==> src/rtl/i2c_tx_shifter.sv <==
// I2C master transmit engine: pops {START, STOP, data[7:0]} words from the TX FIFO and serialises them
// as open-drain SCL/SDA enables. Define I2C_TX_CLK_STRETCH_EN to honour slave clock stretching.
module i2c_tx_shifter #(
    parameter int QTR_DIV  = 250,
    parameter int CNT_BITS = 8
) (
    input  logic       clk,
    input  logic       rst_an,
    input  logic       enable,
    input  logic       fifo_empty,
    input  logic [9:0] fifo_do,
    output logic       fifo_rd_n,
    input  logic       scl_in,
    input  logic       sda_in,
    output logic       scl_oe,
    output logic       sda_oe,
    output logic       busy,
    output logic       nack,
    input  logic       nack_clr,
    output logic       byte_done
);

    typedef enum logic [2:0] {
        S_IDLE,
        S_START,
        S_DATA,
        S_ACK,
        S_STOP
    } state_t;

    localparam logic [CNT_BITS-1:0] DIV_LAST = CNT_BITS'(QTR_DIV - 1);

    state_t              state, state_nx;
    logic [CNT_BITS-1:0] div_cnt;
    logic [1:0]          qtr;
    logic [2:0]          bit_idx;
    logic [7:0]          data;
    logic                stop_flag;
    logic                held;
    logic                nack_seen;
    logic                pop, tick, qtr_end, freeze;

`ifdef I2C_TX_CLK_STRETCH_EN
    // Every Q2 releases SCL; a slave still holding it low stalls the quarter.
    assign freeze = (qtr == 2'd2) && !scl_oe && !scl_in;
`else
    logic unused_scl;
    assign unused_scl = scl_in;
    assign freeze     = 1'b0;
`endif

    assign busy    = (state != S_IDLE);
    assign pop     = (state == S_IDLE) && enable && !fifo_empty && !nack;
    assign tick    = busy && !freeze && (div_cnt == DIV_LAST);
    assign qtr_end = tick && (qtr == 2'd3);

    always_comb begin
        // NOTE: defaults first so every path assigns every output; no latch can be inferred.
        state_nx = state;
        scl_oe   = 1'b0;
        sda_oe   = 1'b0;
        case (state)
            S_IDLE: begin
                scl_oe = held;
                if (pop)
                    state_nx = (fifo_do[9] || !held) ? S_START : S_DATA;
            end
            S_START: begin
                scl_oe = (qtr == 2'd0) ? held : (qtr == 2'd3);
                sda_oe = qtr[1];
                if (qtr_end)
                    state_nx = S_DATA;
            end
            S_DATA: begin
                scl_oe = !qtr[1];
                sda_oe = !data[bit_idx];
                if (qtr_end && bit_idx == 3'd0)
                    state_nx = S_ACK;
            end
            S_ACK: begin
                scl_oe = !qtr[1];
                if (qtr_end)
                    state_nx = (stop_flag || nack_seen) ? S_STOP : S_IDLE;
            end
            S_STOP: begin
                scl_oe = (qtr == 2'd0);
                sda_oe = !qtr[1];
                if (qtr_end)
                    state_nx = S_IDLE;
            end
            default: state_nx = S_IDLE;
        endcase
    end

    always_ff @(posedge clk or negedge rst_an) begin
        if (!rst_an) begin
            state     <= S_IDLE;
            div_cnt   <= '0;
            qtr       <= 2'd0;
            bit_idx   <= 3'd7;
            data      <= 8'h00;
            stop_flag <= 1'b0;
            held      <= 1'b0;
            nack      <= 1'b0;
            nack_seen <= 1'b0;
            byte_done <= 1'b0;
            fifo_rd_n <= 1'b1;
        end else begin
            state     <= state_nx;
            fifo_rd_n <= !pop;
            byte_done <= qtr_end && (state == S_ACK);

            if (pop) begin
                data      <= fifo_do[7:0];
                stop_flag <= fifo_do[8];
                bit_idx   <= 3'd7;
                nack_seen <= 1'b0;
            end

            if (!busy || tick)
                div_cnt <= '0;
            else if (!freeze)
                div_cnt <= div_cnt + CNT_BITS'(1);

            if (!busy)
                qtr <= 2'd0;
            else if (tick)
                qtr <= qtr + 2'd1;

            if (qtr_end && state == S_DATA)
                bit_idx <= bit_idx - 3'd1;

            if (qtr_end && state == S_START)
                held <= 1'b1;
            else if (qtr_end && state == S_STOP)
                held <= 1'b0;

            // A NACK sampled in the same clk as nack_clr must survive.
            if (tick && state == S_ACK && qtr == 2'd2 && sda_in) begin
                nack      <= 1'b1;
                nack_seen <= 1'b1;
            end else if (nack_clr) begin
                nack <= 1'b0;
            end
        end
    end

endmodule

==> config.mk <==
export PLATFORM = sky130hd
export DESIGN_NAME = i2c_tx_shifter
export DESIGN_NICKNAME = d
export VERILOG_FILES = /design/src/rtl/i2c_tx_shifter.sv
export SDC_FILE = /design/constraint.sdc
export NUM_CORES = 1
export LEC_CHECK = 0
export ABC_AREA = 1
export CELL_PAD_IN_SITES_DETAIL_PLACEMENT = 1
export CELL_PAD_IN_SITES_GLOBAL_PLACEMENT = 1
export CORE_ASPECT_RATIO = 0.7
export CORE_MARGIN = 1
export CORE_UTILIZATION = 39
export CTS_CLUSTER_SIZE = 10
export DETAILED_ROUTE_END_ITERATION = 8
export PLACE_DENSITY_LB_ADDON = 0.12
export SYNTH_ARGS = -nofsm -noshare
export SYNTH_HDL_FRONTEND = slang
export SYNTH_SLANG_ARGS = --single-unit
export TNS_END_PERCENT = 50
==> constraint.sdc <==
create_clock -name clk -period 1.81 [get_ports clk]
set_input_delay 0.181 -clock clk [delete_from_list [all_inputs] [get_ports clk]]
set_output_delay 0.181 -clock clk [all_outputs]
set_load 0.01 [all_outputs]
* Word-level counts from Yosys, hierarchy flattened *
Index checks and enable logic that the tools add are counted.

storage, ports and cells
  input bits = 17
  bits in registers = 30
  word-level logic and storage cells = 85

cells by class
  magnitude comparators = 1
  reduce and logical (&&, ||, !) cells = 33
  muxes and demuxes = 24
  equality and inequality tests = 13
  add/subtract/negate cells = 3

operator list
  kind                 count
  $mux 3               8
  $pmux 3 s5           1
  $logic_and 1x1->1    13
  $ne 2x2->1 const B   5
  $add 8x1->8 const B  1
  $eq 8x8->1 const B   1
  $mux 1               8
  $mux 8               1
  $reduce_bool 2->1    4
  $logic_not 1->1      7
  $eq 3x2->1 const B   2
  $logic_not 3->1      2
  $mux 2               3
  $reduce_and 5->1     1
  $eq 2x2->1 const B   2
  $lt 3x4->1 const B   1
  $pmux 1 s4           1
  $bmux 1 s3           1
  $eq 3x1->1 const B   1
  $eq 3x3->1 const B   1
  $logic_or 1x1->1     3
  $pmux 1 s3           1
  $reduce_bool 3->1    1
  $sub 3x1->3 const B  1
  other kinds (4)      4

* Logic depth before layout (Yosys ltp) *
  depth in word-level cells = 6
  gate-level depth with buffers = 9
  mapped depth without buffers = 9

* Least setup slack after synthesis *
OpenSTA, ideal clock, no wires.

  kind = reg-to-reg
  start = register div_cnt[1]
  end = register state[1]
  data arrival time = 1.195 ns
  cell stages (with the launch flop) = 10
  required time = 1.693 ns
  slack = 0.498 ns
  setup time = 0.117 ns
  buffers on the path = 0
  cells stage by stage = dfrtp_1 > inv_1 > ha_1 > nand2_1 > nor2_1 > nand4_2 > nand2_2 > nand2_1 > nand2_1 > nand2_1

on the way
  cells in the longest elaborated chain, start to end = 6

RTL lines
  element                         line  source
  start, declared                 34    logic [CNT_BITS-1:0] div_cnt;
  start signal, assigned          123   div_cnt <= div_cnt + CNT_BITS'(1);
  $eq 8x8->1 (*)                  54    assign tick = busy && !freeze && (div_cnt == DIV_LAST);
  $logic_and 1x1->1 (*)           54
  $logic_and 1x1->1 (*)           55    assign qtr_end = tick && (qtr == 2'd3);
  $logic_and 1x1->1               77    if (qtr_end && bit_idx == 3'd0)
  $ne 2x2->1 (no line)            n/a
  $reduce_and 5->1 (no line) (*)  n/a
  end signal, assigned            109   state <= state_nx;
  end, declared                   33    state_t state, state_nx;

Mark *: on every way between the ends. The rest lies on a longest branch, timed or not.
A chain may end at the register's enable or synchronous reset.

* Final worst setup path *
  start = register qtr[1]
  end = output port scl_oe

on the way
  cells in the longest elaborated chain, start to end = 3

RTL lines
  element                                        line    source
  start, declared                                35      logic [1:0] qtr;
  start signal, assigned                         128     qtr <= qtr + 2'd1;
  $eq 2x2->1 or $logic_not 2->1 (tied branches)  69, 86
  $mux 1                                         69      scl_oe = (qtr == 2'd0) ? held : (qtr == 2'd3);
  $pmux 1 s4 (*)                                 62      case (state)
  end, declared                                  15      output logic scl_oe,

Marked as above.

==> flow_metrics.py <==
metrics = {
    "outcome": {
        "status": "finished clean",
    },
    "setup_path": {
        "regToRegSetupSlack_ns": 0.26,
        "reg2reg_depth": 9,
        "rr_startpoint": "div_cnt[1]",
        "worst_ep_required_time_ns": 1.63,
        "cp-end-kind": "primary output",
        "worstPathArrival_ns": 1.47,
        "crit_type": "reg -> out",
        "reg2reg_to": "state[1]",
        "cp-start-kind": "flop",
        "crit_fanout": 4,
    },
    "pwr": {
        "power.density_mw_per_mm2": 1295,
        "p_leak_nw": 1.064,
        "irDropWorstVdd_mv": 0.5701,
        "p_total_mw": 2.717,
    },
    "clock_tree": {
        "clock-sinks": 30,
        "clockRootBuffer": "clkbuf_8",
        "cts_max_level": 2,
        "clk_pin_slew_worst_paths_ns": 0.07,
        "clk_latency_ns": 0.28,
        "cts_tree": "done",
        "cts_max_path_buffers": 2,
        "numCtsBuffers": 5,
    },
    "drt": {
        "finalWirelength_um": 4228,
        "vias": 1467,
        "ant_nets": 0,
        "drt_iter0_markers": 67,
        "first_pass_iters": 4,
        "viasPerCell": 4.890,
        "wl_per_cell_um": 14.09,
        "route.detailed.drc": 0,
    },
    "synth": {
        "synth_seq_cells": 30,
        "synth_area_per_cell_um2": 7.902,
        "yosysWarnings": 0,
        "seq_area_frac_synth_pct": 46.43,
        "syn-cell-area_mm2": 0.001628,
        "synth.net_count": 230,
        "synth.distinct_cells": 28,
        "syn_inst": 206,
    },
    "final_layout": {
        "multi_input_area_um2": 770.7,
        "drive_gt1_share_pct": 20.16,
        "area_growth_syn_to_layout_pct": 28.90,
        "nets": 271,
        "design_area_mm2": 0.002098,
        "fillers": 489,
        "regArea_um2": 757.0,
        "antenna_cells": 0,
    },
    "sta": {
        "finalCritPeriodShare_pct": 91.20,
        "fmax_mhz": 605.8,
        "fin_crit_ns": 1.651,
        "skew_ns": 0.003569,
        "final-hold-violation-count": 0,
        "tightest_slew_ns": 0.3884,
        "rsz0062_at_grt": "no",
        "setup_violations": 0,
        "slew_violations": 0,
        "max-slew-margin-rel_pct": 74.11,
    },
    "die": {
        "fp.dieH_um": 56.06,
        "core-area_mm2": 0.003970,
        "ios": 23,
        "dieArea_mm2": 0.004441,
        "start_util_pct": 41.00,
        "die_w_um": 79.22,
        "num_rows": 19,
    },
    "grt": {
        "grt_pass1_vias": 1548,
        "grt_pass1_wl_um": 7396,
        "grt_usage_pct": 22.20,
        "antenna_found_initial": 0,
        "overflow": 0,
        "grt_max_degree": 31,
    },
    "placed_design": {
        "place_congestion": 0.8934,
        "portBuffers": 21,
        "dpl_cell_area_mm2": 0.001989,
        "hpwlAfterDp_um": 3198,
    },
    "run": {
        "maxCapViolCount": 0,
    },
    "worst_hold_path": {
        "hp-class": "in -> async",
    },
}
-- critical path, cell delays in order, from the launching register on --
cell and delay, ns:
dfrtp_1 0.43, ha_2 0.20, inv_1 0.08, nor2_1 0.04
nand2_1 0.06, o21ai_0 0.07, a21oi_1 0.13, nand2_1 0.07
clkbuf_2 0.12
-- layout by cell type (no fill, tap or decap) --
master,n
nand3_2,2
nor3b_1,3
dfrtp_2,1
nand2_2,2
o2111ai_1,1
nand3b_1,1
dfstp_2,4
xnor2_1,1
a21oi_1,6
xor2_1,1
clkbuf_2,2
clkinvlp_4,1
inv_1,21
dlymetal6s2s_1,1
o21ai_1,1
nor2_1,15
nor3_1,3
dfrtp_1,25
nor2_4,1
nand2_4,2
inv_2,5
ha_2,2
clkbuf_8,6
clkinv_2,2
a211oi_1,1
o21ai_0,7
clkdlybuf4s50_1,18
o211ai_1,1
nor3_2,1
nand4_2,1
buf_4,14
ha_1,5
nor2_2,4
nand2_1,69
nand4_1,2
nand3_1,16
-- layer usage --
layer  vias up  track usage (%)  part of all wire (%)
met2        29            35.96                    46
li1        735                -                     -
met5         -                0                     0
met1       697            30.49                    50
met4         0            5.455                  0.99
met3         6            4.426                   3.7
-- synthesized netlist by cell type --
master / count / area, µm²
nand2_1: 69 / 259.0
dfrtp_1: 26 / 650.6
inv_1: 23 / 86.33
nand3_1: 16 / 80.08
nor2_1: 16 / 60.06
ha_1: 7 / 87.58
o21ai_0: 7 / 35.03
a21oi_1: 6 / 30.03
dfstp_2: 4 / 105.1
nor3_1: 4 / 20.02
inv_2: 3 / 11.26
nor2_2: 3 / 18.77
nor3b_1: 3 / 22.52
nand2_2: 2 / 12.51
nand2_4: 2 / 22.52
nand3_2: 2 / 20.02
nand4_1: 2 / 12.51
a211oi_1: 1 / 7.510
buf_6: 1 / 11.26
clkinv_2: 1 / 5.000
nand3b_1: 1 / 7.510
nand4_2: 1 / 12.51
nor2_4: 1 / 11.26
o2111ai_1: 1 / 8.760
o211ai_1: 1 / 7.510
o21ai_1: 1 / 5.000
xnor2_1: 1 / 8.760
xor2_1: 1 / 8.760
-- kinds of logic (layout without fill, tap and decap cells) --
group	Yosys count	in the layout	share of synthesized area, %
flip-flops	30	30	46.43
AND/OR/NAND/NOR	122	122	34.36
buffers and inverters	28	70	6.994
adder cells (fa/ha/maj)	7	7	5.380
AO/OA/AOI/OAI	17	17	5.765
XOR/XNOR	2	2	1.076
-- registers in the layout, summed over array words and instances, names as in the netlist --
signal,count
bit_idx,3
byte_done,1
data,8
div_cnt,8
fifo_rd_n,1
held,1
nack,1
nack_seen,1
qtr,2
state,3
stop_flag,1
-- how the worst max path moves through the flow --
stage / from / end / slack (ns) / cells after the start
floorplan: div_cnt[1] / state[1] / 0.50 / 9
global placement: qtr[1] / scl_oe / 0.09 / 8
detailed placement: state[0] / scl_oe / 0.03 / 8
CTS: qtr[1] / scl_oe / -0.04 / 8
global route: bit_idx[0] / sda_oe / 0.05 / 7
finish: qtr[1] / scl_oe / 0.16 / 8
-- per-stage QoR --
stage / setup TNS (ns) / std cells / util [%] / hold slack (ns) / setup WS [ns]
global route: 0 / 300 / 52.85 / 0.3495 / 0.04664
finish: 0 / 300 / 52.85 / 0.2947 / 0.1594
global placement: 0 / 291 / 50.11 / 0.4652 / 0.09077
CTS: -0.03535 / 299 / 52.57 / 0.3095 / -0.03535
floorplan: 0 / 206 / - / -0.1146 / 0.4981
detailed placement: 0 / 291 / 50.11 / 0.4725 / 0.02823
-- power breakdown --
group,internal (mW),total [mW],switching (mW),leakage (nW)
logic,0.445,1.09,0.647,0.634
registers,0.882,1.05,0.171,0.383
clock network,0.305,0.571,0.266,0.0472
total,1.63,2.72,1.08,1.06
-- area by class of cell --
type,instances,share of cell area (%)
clock buffers,6,3.936
inverters,27,4.890
clock inverters,2,0.5963
well taps,52,3.101
multi-input cells,148,36.73
repair buffers,35,14.67
flip-flops and latches,30,36.08
-- repair_timing --
action,CTS,global route
buffers inserted,0,1
cloned,0,0
hold buffers,0,0
setup endpoints to repair,2,3
resized for setup,3,11
Power figures use the tool's default switching activity.
==> variant 1, RTL diff (same settings) <==
Set the parameter `CNT_BITS` to 10 (it was 8).
--- a/src/rtl/i2c_tx_shifter.sv
+++ b/src/rtl/i2c_tx_shifter.sv
@@ -2,7 +2,7 @@
 // as open-drain SCL/SDA enables. Define I2C_TX_CLK_STRETCH_EN to honour slave clock stretching.
 module i2c_tx_shifter #(
     parameter int QTR_DIV  = 250,
-    parameter int CNT_BITS = 8
+    parameter int CNT_BITS = 10
 ) (
     input  logic       clk,
     input  logic       rst_an,
Check against the original RTL: no difference found for any inputs over 10 cycles, from zero or initial values and one cycle with rst_an low; that may be too few to reach the edited logic, so the function may still have changed.
==> variant 1 against the unedited design <==
Cell count grew 1.0%; sequential cell count grew 2; routed wire length grew 4.7%; clock skew grew 0.0021 ns; non-clock buffer count shrank 3; fmax shrank 4.0%; global-route usage grew 0.053 points; final area grew 4.7%; setup slack lost 0.069 ns; synthesized area grew 7.6%; power shrank 4.2%; largest cell class unchanged; largest power group is now registers.
==> variant 1: results <==
metrics = {
    "power": {
        "irDropWorstVdd_v": 0.000622,
        "p_switching_mw": 1.05,
        "power_density_nw_per_um2": 1180,
        "comb_cell_power_mw": 1.02,
        "p_seq_frac": 0.395,
        "p_leak_nw": 1.10,
    },
    "cts": {
        "cts_buffers": 5,
        "path_clk_slew_ns": 0.07,
        "clockBufferDepth": 2,
    },
    "place": {
        "place_worst_setup_slack_ns": -0.0372,
        "port_buffers": 21,
        "place.detailed.hpwl_um": 3390,
        "gp_congestion": 0.809,
    },
    "route": {
        "routed_wl_um": 4430,
        "drc": 0,
        "drt_iter0_drc": 52,
        "wl_met3_um": 159,
        "met2_length_um": 2010,
        "highest_layer": "met4",
        "wl_met1_um": 2190,
        "first_pass_iters": 4,
        "vias": 1526,
    },
    "synth": {
        "synth.distinct_cells": 33,
        "yosys-top-cells-area": "dfrtp_1 (40%), nand2_1 (14%), dfstp_2 (6.0%), ha_1 (5.0%), nand3_1 (3.7%)",
        "ys_warn_count": 0,
        "seq_area_frac_synth": 0.460,
        "synth_nets": 236,
        "synth_common_cells": "nand2_1 (64), dfrtp_1 (28), inv_1 (17), nor2_1 (17), nand3_1 (13)",
        "synth-main-ff-cell": "dfrtp_1",
    },
    "grt": {
        "grt_usage": 0.223,
        "grt_pass1_wl_um": 7620,
        "grt_pass1_vias": 1636,
        "grt_max_degree": 33,
    },
    "status": {
        "status": "complete, no violations",
    },
    "setup_path": {
        "worstPathMaxFanout": 4,
        "cp.arrival_ns": 1.54,
        "r2r_cells": 11,
    },
    "min_path": {
        "hold_class": "input pin to asynchronous set/reset pin",
    },
    "timing": {
        "skew_ns": 0.00570,
        "timing.hold.ws_ns": 0.280,
        "worstMarginPinSlew_ns": 0.425,
        "hold_violations": 0,
    },
    "layout": {
        "final_layout_size_suffix_gt1_frac": 0.199,
        "top_regs": "div_cnt x10, data x8",
        "fillers": 520,
        "diodes": 0,
        "nNetsFinal": 274,
    },
    "run": {
        "maxCapViolations": 0,
    },
}
==> variant 1: changes by cell type after synthesis, sizes merged, moves of 2 or more <==
cell,before,now
a21oi,6,11
dfrtp,26,28
inv,26,23
nand2,73,71
nand3,18,14
o21ai,8,13
==> variant 1: kinds of logic after synthesis <==
logic type                 share of synthesized area
and+or+nand+nor                                0.339
DFF                                            0.460
AOI/OAI and AO/OA                             0.0850
buffers and inverters                         0.0557
adders and majority gates                     0.0500
xor gates and xnor gates                      0.0100
==> variant 1: cell type report <==
cell class              count  area share
inverters                  24      0.0421
flip-flops and latches     32       0.367
repair buffers             32       0.131
multi-input cells         155       0.394
clock inverters             1     0.00228
well taps                  52      0.0296
clock buffers               7      0.0347
==> variant 1: per-stage QoR <==
stage	instance area, µm²	cells
after floorplan	1750	212
after global routing	2200	303
after global placement	2100	294
final	2200	303
after CTS	2180	303
after detailed placement	2100	294
==> variant 1: path summary, 6_finish.rpt <==
check | start | endpoint
worst max register to register | div_cnt[1] | state[1]
max in group asynchronous | rst_an | bit_idx[2]
worst max-delay path | bit_idx[1] | sda_oe
worst min register to register | data[4] | data[4]
min in group clk | fifo_do[1] | data[1]
worst min-delay path | rst_an | div_cnt[4]
==> variant 1: what timing repair did <==
action,4_1_cts,5_1_grt
setup buffers,1,0
pin swaps,0,0
endpoints found under the setup margin,2,2
resized for setup,6,7
==> variant 1: worst max-delay path, stage by stage (launching register included) <==
cell      delay [ns]
dfstp_2         0.54
inv_1           0.06
buf_4           0.14
nand3_1         0.08
nand3_1         0.07
nand2_1         0.10
o221ai_1        0.10
buf_2           0.15
==> variant 1: layer usage <==
metal,global-route usage,vias to the layer above
met5,0,-
met4,0.0877,0
met3,0.0646,8
met2,0.353,23
met1,0.286,735
li1,-,760
==> variant 2, RTL diff (config.mk and constraints unchanged) <==
Without the edit above. The 5 states of `state_t` get a one-hot encoding in 5 bits.
--- a/src/rtl/i2c_tx_shifter.sv
+++ b/src/rtl/i2c_tx_shifter.sv
@@ -20,12 +20,12 @@
     output logic       byte_done
 );
 
-    typedef enum logic [2:0] {
-        S_IDLE,
-        S_START,
-        S_DATA,
-        S_ACK,
-        S_STOP
+    typedef enum logic [4:0] {
+        S_IDLE  = 5'b00001,
+        S_START = 5'b00010,
+        S_DATA  = 5'b00100,
+        S_ACK   = 5'b01000,
+        S_STOP  = 5'b10000
     } state_t;
 
     localparam logic [CNT_BITS-1:0] DIV_LAST = CNT_BITS'(QTR_DIV - 1);
Formal check against the unedited RTL: no difference found for any inputs over 10 cycles, from zero or initial values and one cycle with rst_an low; not proved beyond that.
==> variant 2 against the unedited design <==
Sequential cell count increased by 2; critical path depth decreased by 2; setup slack got worse by 0.043 ns; first-iteration DRC count unchanged; clock skew is essentially flat; synthesized area is 7.4% higher; hold slack worse by 0.0076 ns; power up 8.4%; fmax shrank 2.6%; routed wire length is 9.6% higher; final area grew 6.9%; largest cell class unchanged; highest routed layer unchanged.
==> variant 2: results <==
metrics = {
    "timing": {
        "worstMarginPinSlew_ns": 0.426,
        "layout_min_cycle_time_ns": 1.69,
        "skew_ns": 0.00336,
    },
    "synth": {
        "yosys-top-cells-area": "dfrtp_1 (39%), nand2_1 (12%), nand3_1 (8.6%), dfstp_2 (7.5%), ha_1 (5.0%)",
        "synth_cells": 209,
        "synth_xor_area_frac": 0.0100,
        "synthAdderAreaFrac": 0.0501,
        "synth.distinct_cells": 29,
        "synth_nets": 233,
        "seq_area_frac_synth": 0.462,
    },
    "setup_path": {
        "r2r_cells": 7,
        "r2r_slack_ns": 0.22,
        "cp.arrival_ns": 1.51,
        "rr_startpoint": "state[0]",
        "critical-path-max-stage-delay_ns": 0.57,
        "critPathSlowestCell": "dfstp_2",
    },
    "power": {
        "internal_power_mw": 1.83,
        "irDropWorstVdd_v": 0.000589,
        "p_leak_nw": 1.13,
    },
    "grt": {
        "grt_pass1_wl_um": 7980,
        "grt_usage": 0.231,
        "grt_max_degree": 33,
        "grt_pass1_vias": 1617,
    },
    "layout": {
        "fillers": 509,
        "nNetsFinal": 273,
        "diodes": 0,
        "top_regs": "data x8, div_cnt x8, state x5",
    },
    "route": {
        "wl_per_cell_um": 15.3,
        "vias": 1546,
        "via_per_inst": 5.12,
    },
    "place": {
        "place_worst_setup_slack_ns": 0.0110,
        "place_inst": 294,
        "place.detailed.hpwl_um": 3580,
    },
    "status": {
        "status": "complete, no violations",
    },
}
## variant 2: worst max-delay path: cells and delay by family (launching register included)
kind	cells	cell delay, ns
and+or+nand+nor	2	0.18
buffers and inverters	2	0.22
DFF	1	0.57
AOI/OAI and AO/OA	2	0.26
## variant 2: final timing paths
kind,endpoint
max,scl_oe
min,state[1]
max reg2reg,bit_idx[2]
min reg2reg,data[1]
max in group asynchronous,state[0]
min in group clk,nack
## variant 2: cell families (layout without fill, tap and decap cells)
| family | count (synthesis) | in the layout |
|---|---|---|
| AOI/OAI and AO/OA | 16 | 16 |
| xor gates and xnor gates | 2 | 2 |
| adders and majority gates | 7 | 7 |
| buffers and inverters | 25 | 66 |
| DFF | 32 | 32 |
| and+or+nand+nor | 127 | 127 |
## variant 2: layer usage
| layer | up-vias | track usage | routed length [µm] |
|---|---|---|---|
| met5 | - | 0 | 0 |
| met4 | 0 | 0.0526 | 29 |
| li1 | 764 | - | - |
| met3 | 5 | 0.0472 | 140 |
| met2 | 22 | 0.367 | 2140 |
| met1 | 755 | 0.324 | 2320 |
## variant 2: timing repair
item,in CTS,in global routing
endpoints found under the hold margin,0,0
gates resized for setup,6,4
pin swaps,1,0
endpoints found under the setup margin,2,3
## variant 2: final cells by class
class                   instances  area (µm²)  share of cell area
flip-flops and latches         32         807               0.360
clock buffers                   7        96.3              0.0430
multi-input cells             152         846               0.377
well taps                      52        65.1              0.0290
repair buffers                 36         315               0.141
clock inverters                 1        30.0              0.0134
inverters                      22        82.6              0.0368
## variant 2: power by group through the flow
stage	registers (mW)	logic, mW	clock network (mW)
after floorplan	1.07	0.718	0
after global placement	1.11	0.995	0
after detailed placement	1.13	1.06	0
after CTS	1.12	1.07	0.776
after global routing	1.15	1.20	0.817
final	1.12	1.06	0.766
## variant 2: per-stage QoR
step                 TNS [ns]  hold WS [ns]  power [mW]  utilization  area (µm²)
floorplan                   0        -0.115        1.78            -        1750
global placement            0         0.460        2.11        0.516        2120
detailed placement          0         0.468        2.19        0.516        2120
CTS                         0         0.307        2.97        0.545        2240
global route        -0.000110         0.345        3.16        0.545        2240
finish                      0         0.287        2.95        0.545        2240
